## src/rtl/fifo_wr_arbiter_if.sv

```systemverilog
// Bundle between the write-domain requesters and the round-robin FIFO write-port arbiter.
// The arbiter takes the slave modport; the requester/FIFO side takes the master modport.
interface fifo_wr_arbiter_if #(
    parameter int NUM_REQ    = 4,
    parameter int DATA_WIDTH = 8
);
    localparam int ID_W = $clog2(NUM_REQ);

    logic [NUM_REQ-1:0]            req_valid;
    logic [NUM_REQ*DATA_WIDTH-1:0] req_data;
    logic [NUM_REQ-1:0]            req_ready;
    logic                          full;
    logic                          w_en;
    logic [DATA_WIDTH-1:0]         w_data;
    logic [ID_W-1:0]               grant_id;
    logic                          busy;

    modport master (
        output req_valid, req_data, full,
        input  req_ready, w_en, w_data, grant_id, busy
    );

    modport slave (
        input  req_valid, req_data, full,
        output req_ready, w_en, w_data, grant_id, busy
    );
endinterface

```

## src/rtl/fifo_wr_arbiter.sv

```systemverilog
// Round-robin arbiter sharing the async FIFO write port among NUM_REQ requesters.
// Define WR_ARB_BURST_EN to let a grant hold the port for up to MAX_BURST beats.
module fifo_wr_arbiter #(
    parameter int NUM_REQ    = 4,
    parameter int DATA_WIDTH = 8,
    parameter int MAX_BURST  = 4
) (
    input  logic             w_clk,
    input  logic             wrst,
    fifo_wr_arbiter_if.slave bus
);
    localparam int ID_W  = $clog2(NUM_REQ);
    localparam int CNT_W = $clog2(MAX_BURST) + 1;

    typedef enum logic {IDLE, GRANT} state_t;

    state_t          r_state;
    logic [ID_W-1:0] r_grant_id;
    logic [ID_W-1:0] r_last_grant;
`ifdef WR_ARB_BURST_EN
    logic [CNT_W-1:0] r_beat_cnt;
`endif

    logic [DATA_WIDTH-1:0] w_word [NUM_REQ];
    logic                  w_owner_valid;
    logic                  w_beat;
    logic                  w_last_beat;
    logic                  w_pick_found;
    logic [ID_W-1:0]       w_pick_id;
    logic [ID_W:0]         w_rr_sum;

    generate
        for (genvar gi = 0; gi < NUM_REQ; gi++) begin : g_req
            assign w_word[gi]        = bus.req_data[gi*DATA_WIDTH +: DATA_WIDTH];
            assign bus.req_ready[gi] = w_beat && (r_grant_id == ID_W'(gi));
        end
    endgenerate

    assign w_owner_valid = bus.req_valid[r_grant_id];
    assign w_beat        = (r_state == GRANT) && w_owner_valid && !bus.full;
    assign bus.w_en      = w_beat;
    assign bus.w_data    = w_beat ? w_word[r_grant_id] : '0;
    assign bus.grant_id  = r_grant_id;
    assign bus.busy      = (r_state == GRANT);

`ifdef WR_ARB_BURST_EN
    assign w_last_beat = (r_beat_cnt == CNT_W'(MAX_BURST - 1));
`else
    assign w_last_beat = 1'b1;
`endif

    // Scan last_grant+1 .. last_grant+NUM_REQ; sum stays below 2*NUM_REQ so one wrap suffices.
    always_comb begin
        w_pick_found = 1'b0;
        w_pick_id    = '0;
        w_rr_sum     = '0;
        for (int k = 1; k <= NUM_REQ; k++) begin
            w_rr_sum = {1'b0, r_last_grant} + (ID_W+1)'(k);
            if (w_rr_sum >= (ID_W+1)'(NUM_REQ)) begin
                w_rr_sum = w_rr_sum - (ID_W+1)'(NUM_REQ);
            end
            if (!w_pick_found && bus.req_valid[w_rr_sum[ID_W-1:0]]) begin
                w_pick_found = 1'b1;
                w_pick_id    = w_rr_sum[ID_W-1:0];
            end
        end
    end

    always_ff @(posedge w_clk or posedge wrst) begin
        if (wrst) begin
            r_state      <= IDLE;
            r_grant_id   <= '0;
            r_last_grant <= ID_W'(NUM_REQ - 1);
`ifdef WR_ARB_BURST_EN
            r_beat_cnt   <= '0;
`endif
        end else begin
            case (r_state)
                IDLE: begin
                    if (w_pick_found) begin
                        r_grant_id <= w_pick_id;
                        r_state    <= GRANT;
`ifdef WR_ARB_BURST_EN
                        r_beat_cnt <= '0;
`endif
                    end
                end
                GRANT: begin
                    // Owner dropping valid releases even while full stalls the port.
                    if (!w_owner_valid || (w_beat && w_last_beat)) begin
                        r_last_grant <= r_grant_id;
                        r_state      <= IDLE;
                    end
`ifdef WR_ARB_BURST_EN
                    else if (w_beat) begin
                        r_beat_cnt <= r_beat_cnt + 1'b1;
                    end
`endif
                end
                default: r_state <= IDLE;
            endcase
        end
    end
endmodule

```

## src/flat_wrapper.sv

```systemverilog
// flat-port wrapper written by rule: the top's interface ports become plain ports
module fifo_wr_arbiter_flat 
#(
    parameter int NUM_REQ    = 4,
    parameter int DATA_WIDTH = 8,
    parameter int MAX_BURST  = 4
)
  (w_clk, wrst, bus_req_valid, bus_req_data, bus_full, bus_req_ready, bus_w_en, bus_w_data, bus_grant_id, bus_busy);
  fifo_wr_arbiter_if #(.NUM_REQ(NUM_REQ), .DATA_WIDTH(DATA_WIDTH)) bus_i ();
  input  logic w_clk;
  input  logic wrst;
  input wire logic [$bits(bus_i.req_valid)-1:0] bus_req_valid;
  input wire logic [$bits(bus_i.req_data)-1:0] bus_req_data;
  input wire logic [$bits(bus_i.full)-1:0] bus_full;
  output wire logic [$bits(bus_i.req_ready)-1:0] bus_req_ready;
  output wire logic [$bits(bus_i.w_en)-1:0] bus_w_en;
  output wire logic [$bits(bus_i.w_data)-1:0] bus_w_data;
  output wire logic [$bits(bus_i.grant_id)-1:0] bus_grant_id;
  output wire logic [$bits(bus_i.busy)-1:0] bus_busy;
  assign bus_i.req_valid = bus_req_valid;
  assign bus_i.req_data = bus_req_data;
  assign bus_i.full = bus_full;
  assign bus_req_ready = bus_i.req_ready;
  assign bus_w_en = bus_i.w_en;
  assign bus_w_data = bus_i.w_data;
  assign bus_grant_id = bus_i.grant_id;
  assign bus_busy = bus_i.busy;
  fifo_wr_arbiter #(.NUM_REQ(NUM_REQ), .DATA_WIDTH(DATA_WIDTH), .MAX_BURST(MAX_BURST)) u_core (.w_clk(w_clk), .wrst(wrst), .bus(bus_i));
endmodule
```

## config.mk

```make
export PLATFORM = sky130hd
export DESIGN_NAME = fifo_wr_arbiter_flat
export DESIGN_NICKNAME = d
export VERILOG_FILES = /design/src/rtl/fifo_wr_arbiter_if.sv /design/src/rtl/fifo_wr_arbiter.sv /design/src/flat_wrapper.sv
export SDC_FILE = /design/constraint.sdc
export NUM_CORES = 1
export LEC_CHECK = 0
export ABC_AREA = 1
export BUFFER_PORTS_ARGS = -buffer_cell sky130_fd_sc_hd__buf_2
export CORE_AREA = 3 3 60 62
export DETAILED_ROUTE_END_ITERATION = 7
export DIE_AREA = 0 0 63 65
export SETUP_SLACK_MARGIN = 0.2
export SLEW_MARGIN = 20
export SYNTH_ARGS = -nofsm -noshare
export SYNTH_HDL_FRONTEND = slang
export SYNTH_SLANG_ARGS = --single-unit
```

## constraint.sdc

```tcl
create_clock -name w_clk -period 1.9 [get_ports w_clk]
set_input_delay 0.095 -clock w_clk [delete_from_list [all_inputs] [get_ports w_clk]]
set_output_delay 0.095 -clock w_clk [all_outputs]
set_load 0.01 [all_outputs]
```

# Word level (Yosys, flattened, before mapping)
# Index checks and enable logic that the tools add are counted.
[classes] reduce_logical=18 n_addsub=8 n_eq_ne=3 n_lt_le_gt_ge=10 bitwise_logic=2 n_mux=29
[op_table] cell="$mux W8" n=3
[op_table] cell="$bmux W8 S2" n=1
[op_table] cell="$mux W2" n=8
[op_table] cell="$ge A3 B3 Y1 const B" n=5
[op_table] cell="$lt A2 B3 Y1 const B" n=5
[op_table] cell="$mux W1" n=11
[op_table] cell="$bmux W1 S2" n=5
[op_table] cell="$logic_and A1 B1 Y1" n=9
[op_table] cell="$sub A2 B1 Y2 const B" n=4
[op_table] cell="$add A2 B2 Y3 const B" n=2
[op_table] cell="$logic_not A1 Y1" n=5
[op_table] cell="$eq A2 B2 Y1 const B" n=2
[op_table] cell="$reduce_and A2 Y1" n=2
[op_table] cell="$add A2 B1 Y3 const B" n=1
[op_table] cell="$add A2 B3 Y3 const B" n=1
[op_table] cell="$not A2 Y3" n=1
[op_table] cell="$eq A2 B1 Y1 const B" n=1
[op_table] cell="$logic_not A2 Y1" n=1
[op_table] cell="$pmux W1 S2" n=1
[op_table] cell="$logic_or A1 B1 Y1" n=1
[op_table] cell="$not A1 Y1" n=1
[totals] ff_bits=5 wordCells=73

# Logic depth before layout (Yosys ltp)
# Gate-level depths: netlist of run 1.
[logic_depth] word_depth=17 depth_mapped=12 ltp_nobuf=11

# Least setup slack after synthesis of run 1
# OpenSTA, ideal clock, no wires.
[synth_timing] path_type="reg2out" startpoint="reg u_core.r_grant_id[1], in the netlist u_core.bus.grant_id[1]" endpoint="out bus_req_ready[3]" path_stages_with_launch=8 setup_slack_ps=399 arrival_time_ps=1406 required_ps=1805 path_cell_list="dfrtp_1 -> buf_6 -> nor2_4 -> nand2_4 -> o2111ai_4 -> nand3_4 -> buf_12 -> nor2_1"
[synth_between] elab_chain_len=5 word_cells_on_any_way=6
[synth_lines] item="from (decl)" line_no="fifo_wr_arbiter.sv:18" text="logic [ID_W-1:0] r_grant_id;"
[synth_lines] item="from (signal assigned)" line_no="fifo_wr_arbiter.sv:81" text="r_grant_id <= w_pick_id;"
[synth_lines] item="$bmux W1 S2" line_no="fifo_wr_arbiter.sv:39" text="assign w_owner_valid = bus.req_valid[r_grant_id];"
[synth_lines] item="$mux W1 (not written as such)" line_no="fifo_wr_arbiter.sv:39"
[synth_lines] item="$logic_and A1 B1 Y1 (2 in series)" line_no="fifo_wr_arbiter.sv:40" text="assign w_beat = (r_state == GRANT) && w_owner_valid && !bus.full;"
[synth_lines] item="$logic_and A1 B1 Y1 (*)" line_no="fifo_wr_arbiter.sv:35" text="assign bus.req_ready[gi] = w_beat && (r_grant_id == ID_W'(gi));"
[synth_lines] item="to (decl)" line_no="flat_wrapper.sv:15" text="output wire logic [$bits(bus_i.req_ready)-1:0] bus_req_ready;"
# Mark *: on every way between the ends. The rest lies on a longest branch, timed or not. The select of a mux whose other input is x is not followed.

# Final worst setup path of run 1
[layout_timing] startpoint="reg u_core.r_grant_id[0], in the netlist u_core.bus.grant_id[0]" endpoint="out bus_w_data[6]"
[layout_between] elab_chain_len=5 word_cells_on_any_way=9
[layout_lines] item="$not A2 Y3 (not written as such) / $bmux W1 S2 (equally long branches)" line_no="fifo_wr_arbiter.sv:42, fifo_wr_arbiter.sv:39"
[layout_lines] item="$bmux W8 S2 / $mux W1 (equally long branches)" line_no="fifo_wr_arbiter.sv:42, fifo_wr_arbiter.sv:39"
[layout_lines] item="$mux W8 (not written as such) / $logic_and A1 B1 Y1 (equally long branches) (2 in series)" line_no="fifo_wr_arbiter.sv:42, fifo_wr_arbiter.sv:40"
[layout_lines] item="$mux W8 (*)" line_no="fifo_wr_arbiter.sv:42" text="assign bus.w_data = w_beat ? w_word[r_grant_id] : '0;"
[layout_lines] item="to (decl)" line_no="flat_wrapper.sv:17" text="output wire logic [$bits(bus_i.w_data)-1:0] bus_w_data;"
# Marked as above.

==> reports/results.ini, run 1 <==
[yosys]
synth_nets = 176
async_flop_share_pct = 100
yosysSeqAreaShare_pct = 13.2
netlist_instances = 137
synth_cell_type_count = 26
syn_area_per_cell_sq_um = 7.08
yosysWarnings = 0
synth-edff-count = 0
synth-seq-cells = 5
synth_area_sq_um = 970
synth_ff_type = dfrtp_1

[power]
power.share.clock_pct = 5.3
finalPower_mw = 2.28
pwr-share-comb_pct = 82.0
leakage_nw = 0.783
p_seq_share_pct = 12.6
p_sw_mw = 1.19
p_per_area_nw_per_um2 = 1480
sw_frac_of_total_pct = 52.1
ir_drop_uv = 808
p_int_mw = 1.09

[grt]
track_usage_pct = 13.3
busiest_layer = met2
grt_pass1_wl_um = 4550
gr-total-overflow = 0
grt_max_degree = 11
met1_usage_pct = 16.1
grt_use_met2_pct = 23.8
grt_pass1_vias = 1033
met3_usage_pct = 5.03
grt_antenna_before_repair = 0

[floorplanning]
start_util_pct = 31.5
core_area_sq_um = 3080
ios = 55
rows = 20
dieArea_sq_um = 4100
die_w_um = 63
fp.dieH_um = 65

[detailed_routing]
antenna_left = 0
routedWlPerCell_um = 11.1
drt-total-wl_um = 2850
first_iter_violations = 34
post-route-drc-count = 0
vias_per_cell = 4.50
vias = 1152
dr.pass1.iters = 4

[layout]
fin_cells = 256
final_cell_mix = nand2_1, buf_2, buf_4, inv_1, buf_6
final_common_cell = nand2_1
num-fill-cells = 318
fin_util_pct = 50.1
area_growth_pct = 59.1
final_nets = 252
n_antenna_cell = 0
multiInputGateArea_sq_um = 763
drive_above_1_share_pct = 54.2
ff_latch_area_sq_um = 130
final_area_sq_um = 1540

[clocking]
cts_made_buffers = 3
clk_pin_slew_ns = 0.04
cts-root-buf = clkbuf_4
htreeDepth = 1
cts_tree = done
clk_latency_ns = 0.24
cts.sinks = 5
clockBufferDepth = 2

[timing]
tns_ns = 0
slew_viol_final = 0
finalCriticalPeriod_ns = 1.75
timing.final.crit_share_pct = 91.9
relSlewSlack_pct = 79.9
finalSetupViolations = 0
hold_viol = 0
tightestPinTransition_ns = 0.302
rsz0062_at_grt = true
fmax_mhz = 573
finClkSkew_ns = 0.000644

[critical_path]
critPathBufInv = 3
crit_arrival_ns = 1.65
cpLargestDelayFamily = buffers and inverters
crit_required_ns = 1.80
crit_chain = buf_6 -> nor2_8 -> nand2_4 -> o2111ai_4 -> nand3_4 -> buf_12 -> a31oi_4 -> buf_2
path_class = flop to output port
max_stage_delay_ns = 0.46
cp-end-kind = output port
worst_path_max_delay_cell = dfrtp_2
cp_max_fo = 10
rr_worst_depth = 11
path_depth = 8
cp-start-kind = flop

[worst_hold_path]
worstHoldPathCells = 3
hold_path.class = input pin to flop

[outcome]
status = finished, final reports clean

[placement]
gp_congestion = 0.750
dp_hpwl_um = 2200
placedCellCount = 233
place_area_sq_um = 1260
portBuffers = 54

[job]
maxCapViolCount = 0

-- final timing paths --
check                                                        start                                 end  slack, ns
worst max-delay path            u_core.bus.grant_id[0]$_DFFE_PP0P_                       bus_w_data[6]       0.15
worst min-delay path                                      bus_full           u_core.bus.busy$_DFF_PP0_       0.17
worst max register to register  u_core.r_last_grant[0]$_DFFE_PP1P_  u_core.bus.grant_id[1]$_DFFE_PP0P_       0.29
worst min register to register  u_core.r_last_grant[1]$_DFFE_PP1P_  u_core.r_last_grant[1]$_DFFE_PP1P_       0.56
max in group asynchronous                                     wrst  u_core.r_last_grant[1]$_DFFE_PP1P_       1.37
min in group asynchronous                                     wrst  u_core.bus.grant_id[0]$_DFFE_PP0P_       0.29
-- logic make-up after synthesis --
group / Yosys count / synth area share (%)
flip-flops: 5 / 13.2
AND/OR/NAND/NOR: 85 / 42.3
AO/OA/AOI/OAI: 25 / 30.8
buffers and inverters: 22 / 13.7
-- layer usage --
metal / wire length, um / vias up
met1: 1200 / 495
met3: 294 / 2
met5: 0 / -
li1: - / 601
met2: 1340 / 54
met4: 17 / 0
-- worst register-to-register path: stages, from the launching register on --
cell,delay [ns]
dfstp_2,0.62
buf_6,0.13
nand2_1,0.05
nand2_2,0.09
nand2_1,0.08
nand2_2,0.11
nor2_4,0.04
nand3_1,0.07
nand2_2,0.07
buf_4,0.14
nand2_1,0.05
nand2_1,0.05
-- Yosys cell counts, types with 2 or more instances --
library cell / instances / share of area, %
inv_2: 2 / 0.77
dfrtp_1: 3 / 7.7
inv_1: 12 / 4.6
dfstp_2: 2 / 5.4
nor2_1: 3 / 1.2
nand2_2: 4 / 2.6
buf_6: 3 / 3.5
nand3_1: 7 / 3.6
inv_4: 3 / 1.9
nand4_1: 2 / 1.3
nor3_1: 3 / 1.5
a31oi_4: 8 / 18
nand2_1: 60 / 23
o21ai_0: 5 / 2.6
nor2_8: 2 / 4.1
a22oi_1: 8 / 6.2
-- layout make-up --
| class | instances | area share [%] |
|---|---|---|
| inverter | 17 | 4.62 |
| tap | 44 | 3.57 |
| sequential | 5 | 8.43 |
| multi-input combinational | 110 | 49.5 |
| clock buffer | 4 | 1.70 |
| timing repair buffer | 76 | 32.2 |
-- flip-flops by register name, indices dropped and copies added, names as in the netlist --
signal,cells
u_core.bus.grant_id,2
u_core.r_last_grant,2
u_core.bus.busy,1
-- per-stage QoR --
step                worst slack (ns)  hold WS, ns
detailed placement            0.0677     -0.00208
global placement              0.0633     -0.00492
CTS                            0.141        0.150
global route                  0.0693        0.174
floorplan                      0.399       -0.128
finish                         0.154        0.169
-- repair_timing --
action / 4_1_cts / 5_1_grt
setup endpoints to repair: 13 / 15
hold buffers: 1 / 0
resized for setup: 10 / 14
pin swaps: 4 / 4
setup buffers: 10 / 8
hold endpoints to repair: 5 / 0
-- power groups by stage --
stage	combinational (mW)	clock (mW)	sequential [mW]
floorplan	1.21	0	0.229
global placement	1.40	0	0.298
detailed placement	1.40	0	0.296
CTS	1.63	0.126	0.293
global route	2.06	0.135	0.302
finish	1.87	0.121	0.288
(Power assumes the default switching activity.)
==> run 2, diff against run 1 <==
--- a/config.mk
+++ b/config.mk
@@ -5,11 +5,12 @@
 export SDC_FILE = /design/constraint.sdc
 export NUM_CORES = 1
 export LEC_CHECK = 0
-export ABC_AREA = 1
+export ABC_AREA = 0
 export BUFFER_PORTS_ARGS = -buffer_cell sky130_fd_sc_hd__buf_2
-export CORE_AREA = 3 3 60 62
+export CORE_AREA = 3 3 50 52
 export DETAILED_ROUTE_END_ITERATION = 7
-export DIE_AREA = 0 0 63 65
+export DIE_AREA = 0 0 53 55
+export PLACE_DENSITY = 0.66
 export SETUP_SLACK_MARGIN = 0.2
 export SLEW_MARGIN = 20
 export SYNTH_ARGS = -nofsm -noshare
==> reports/results.ini, run 2 <==
[yosys]
synth_area_sq_um = 654
synth_commonest_cells = nor2b_1, mux4_2, inv_1
synth_top_area_share_pct = 27.5
synth_most_common_cell = nor2b_1
synth_cell_type_count = 29
synth-seq-cells = 5
synth_top_area_cell = mux4_2
async_flop_share_pct = 100
synthTopCellsByArea = mux4_2, dfrtp_1, nor2b_1
synth_nets = 102
netlist_instances = 63
yosysSeqAreaShare_pct = 19.5
synth_ff_type = dfrtp_1
syn_area_per_cell_sq_um = 10.4
synth-edff-count = 0
yosysWarnings = 0

[layout]
ff_latch_area_sq_um = 130
final_cell_mix = buf_2, mux4_2, nor2b_1, inv_1, nand2_1
final_common_cell = buf_2
area_growth_pct = 59.5
final_area_sq_um = 1040
drive_above_1_share_pct = 67.2
num-fill-cells = 210
final_nets = 162
multiInputGateArea_sq_um = 515
n_antenna_cell = 0

[timing]
rsz0062_at_grt = true
finalSetupViolations = 0
slew_viol_final = 0
relSlewSlack_pct = 71.6
finalCriticalPeriod_ns = 1.67
tns_ns = 0
fmax_mhz = 599
hold_viol = 0
finClkSkew_ns = 0.000737
timing.final.crit_share_pct = 87.8
tightestPinTransition_ns = 0.426

[placement]
portBuffers = 54
gp_congestion = 0.678
dp_hpwl_um = 1590
place_area_sq_um = 942

[floorplanning]
ios = 55
core_area_sq_um = 2150
start_util_pct = 30.5
die_w_um = 53
rows = 17
dieArea_sq_um = 2920
fp.dieH_um = 55

[critical_path]
cp-start-kind = flop
max_stage_delay_ns = 0.49
cp-end-kind = output port
crit_required_ns = 1.80
crit_chain = buf_6 -> mux4_2 -> nor2b_1 -> buf_2
crit_arrival_ns = 1.57
rr_startpoint = u_core.bus.grant_id[0]$_DFFE_PP0P_
endpoint = bus_w_data[0]
r2r-end = u_core.r_last_grant[0]$_DFFE_PP1P_
ff2ff_setup_slack_ns = 0.52
crit_start = u_core.bus.grant_id[0]$_DFFE_PP0P_
rr_worst_depth = 4
cp_max_fo = 6
path_class = flop to output port
worst_path_max_delay_cell = mux4_2

[clocking]
cts.sinks = 5
clk_pin_slew_ns = 0.04
cts_tree = done
cts-root-buf = clkbuf_4
htreeDepth = 1
clk_latency_ns = 0.24
clockBufferDepth = 2
cts_made_buffers = 3

[grt]
grt_pass1_wl_um = 2620
grt_pass1_vias = 638
gr-total-overflow = 0
grt_antenna_before_repair = 0
grt_max_degree = 22
track_usage_pct = 12.2

[power]
ir_drop_uv = 582
p_per_area_nw_per_um2 = 1220
leakage_nw = 0.520

[job]
maxCapViolCount = 0

[detailed_routing]
routedWlPerCell_um = 12.8
dr.pass1.iters = 4
antenna_left = 0
drt-total-wl_um = 1930
first_iter_violations = 8
vias = 725
post-route-drc-count = 0
vias_per_cell = 4.83

[worst_hold_path]
hold_path.class = input pin to asynchronous set/reset pin

[outcome]
status = finished, final reports clean

[run 2: changes by cell type after synthesis, moves of 5 or more]
cell | previous run | this run
o21ai_0 | 5 | 0
nor2b_1 | 0 | 9
mux4_2 | 0 | 8
nand3_1 | 7 | 0
nand2_1 | 60 | 5
a22oi_1 | 8 | 0
a31oi_4 | 8 | 0
inv_1 | 12 | 6
[run 2: cells by family (layout without fill, tap and decap cells)]
family | Yosys count | in the layout | share of synthesized area [%]
AO/OA/AOI/OAI | 14 | 15 | 17.8
buffers and inverters | 10 | 68 | 8.41
flip-flops | 5 | 5 | 19.5
multiplexers | 12 | 12 | 35.4
AND/OR/NAND/NOR | 22 | 22 | 18.9
[run 2: worst min-delay path by stage]
stage | slack [ns] | cells past startpoint | endpoint | startpoint
3_5_place_dp | -0.004 | 2 | u_core.bus.busy$_DFF_PP0_ | wrst
5_1_grt | 0.33 | 3 | u_core.bus.busy$_DFF_PP0_ | wrst
3_3_place_gp | -0.007 | 2 | u_core.bus.busy$_DFF_PP0_ | wrst
2_1_floorplan | -0.13 | 1 | u_core.bus.busy$_DFF_PP0_ | wrst
4_1_cts | 0.29 | 3 | u_core.bus.busy$_DFF_PP0_ | wrst
6_report | 0.29 | 3 | u_core.bus.busy$_DFF_PP0_ | wrst
[run 2: report_power, final]
part           internal [mW]  leakage (nW)  switching, mW
clock                 0.0792        0.0150         0.0398
combinational          0.506         0.452          0.319
sequential             0.181        0.0532          0.147
total                  0.766         0.520          0.506
[run 2: layout make-up]
class                      count  area share (%)
tap                           28            3.36
clock buffer                   4            2.52
timing repair buffer          58            30.1
inverter                       6            2.16
sequential                     5            12.5
multi-input combinational     49            49.4
[run 2: critical path: cells and delay by family, from the launching register on]
| family | cells | cell delay [ns] |
|---|---|---|
| buffers and inverters | 2 | 0.29 |
| and+or+nand+nor | 1 | 0.14 |
| muxes | 1 | 0.49 |
| DFF | 1 | 0.42 |
[run 2: layer usage]
metal | wire (um) | GRT usage (%) | up-vias
li1 | - | - | 362
met1 | 695 | 10.9 | 325
met2 | 955 | 26.0 | 38
met3 | 276 | 3.49 | 0
met4 | 0 | 3.83 | 0
met5 | 0 | 0 | -
[run 2: repair_timing]
| action | 4_1_cts | 5_1_grt |
|---|---|---|
| hold buffers | 1 | 0 |
| buffers inserted | 0 | 1 |
| hold endpoints to repair | 5 | 0 |
| cloned | 1 | 0 |
| resized for setup | 9 | 2 |
| pin swaps | 0 | 1 |
| setup endpoints to repair | 9 | 10 |
[run 2: per-stage QoR]
step / utilization [%] / hold WS [ns] / instances / total power, mW / setup WS (ns)
finish: 48.6 / 0.294 / 150 / 1.27 / 0.231
global route: 48.6 / 0.333 / 150 / 1.37 / 0.158
CTS: 47.8 / 0.294 / 149 / 1.26 / 0.205
detailed placement: 43.9 / -0.00401 / 143 / 1.05 / 0.243
global placement: 43.9 / -0.00673 / 143 / 1.04 / 0.326
floorplan: - / -0.128 / 63 / 0.874 / 0.477
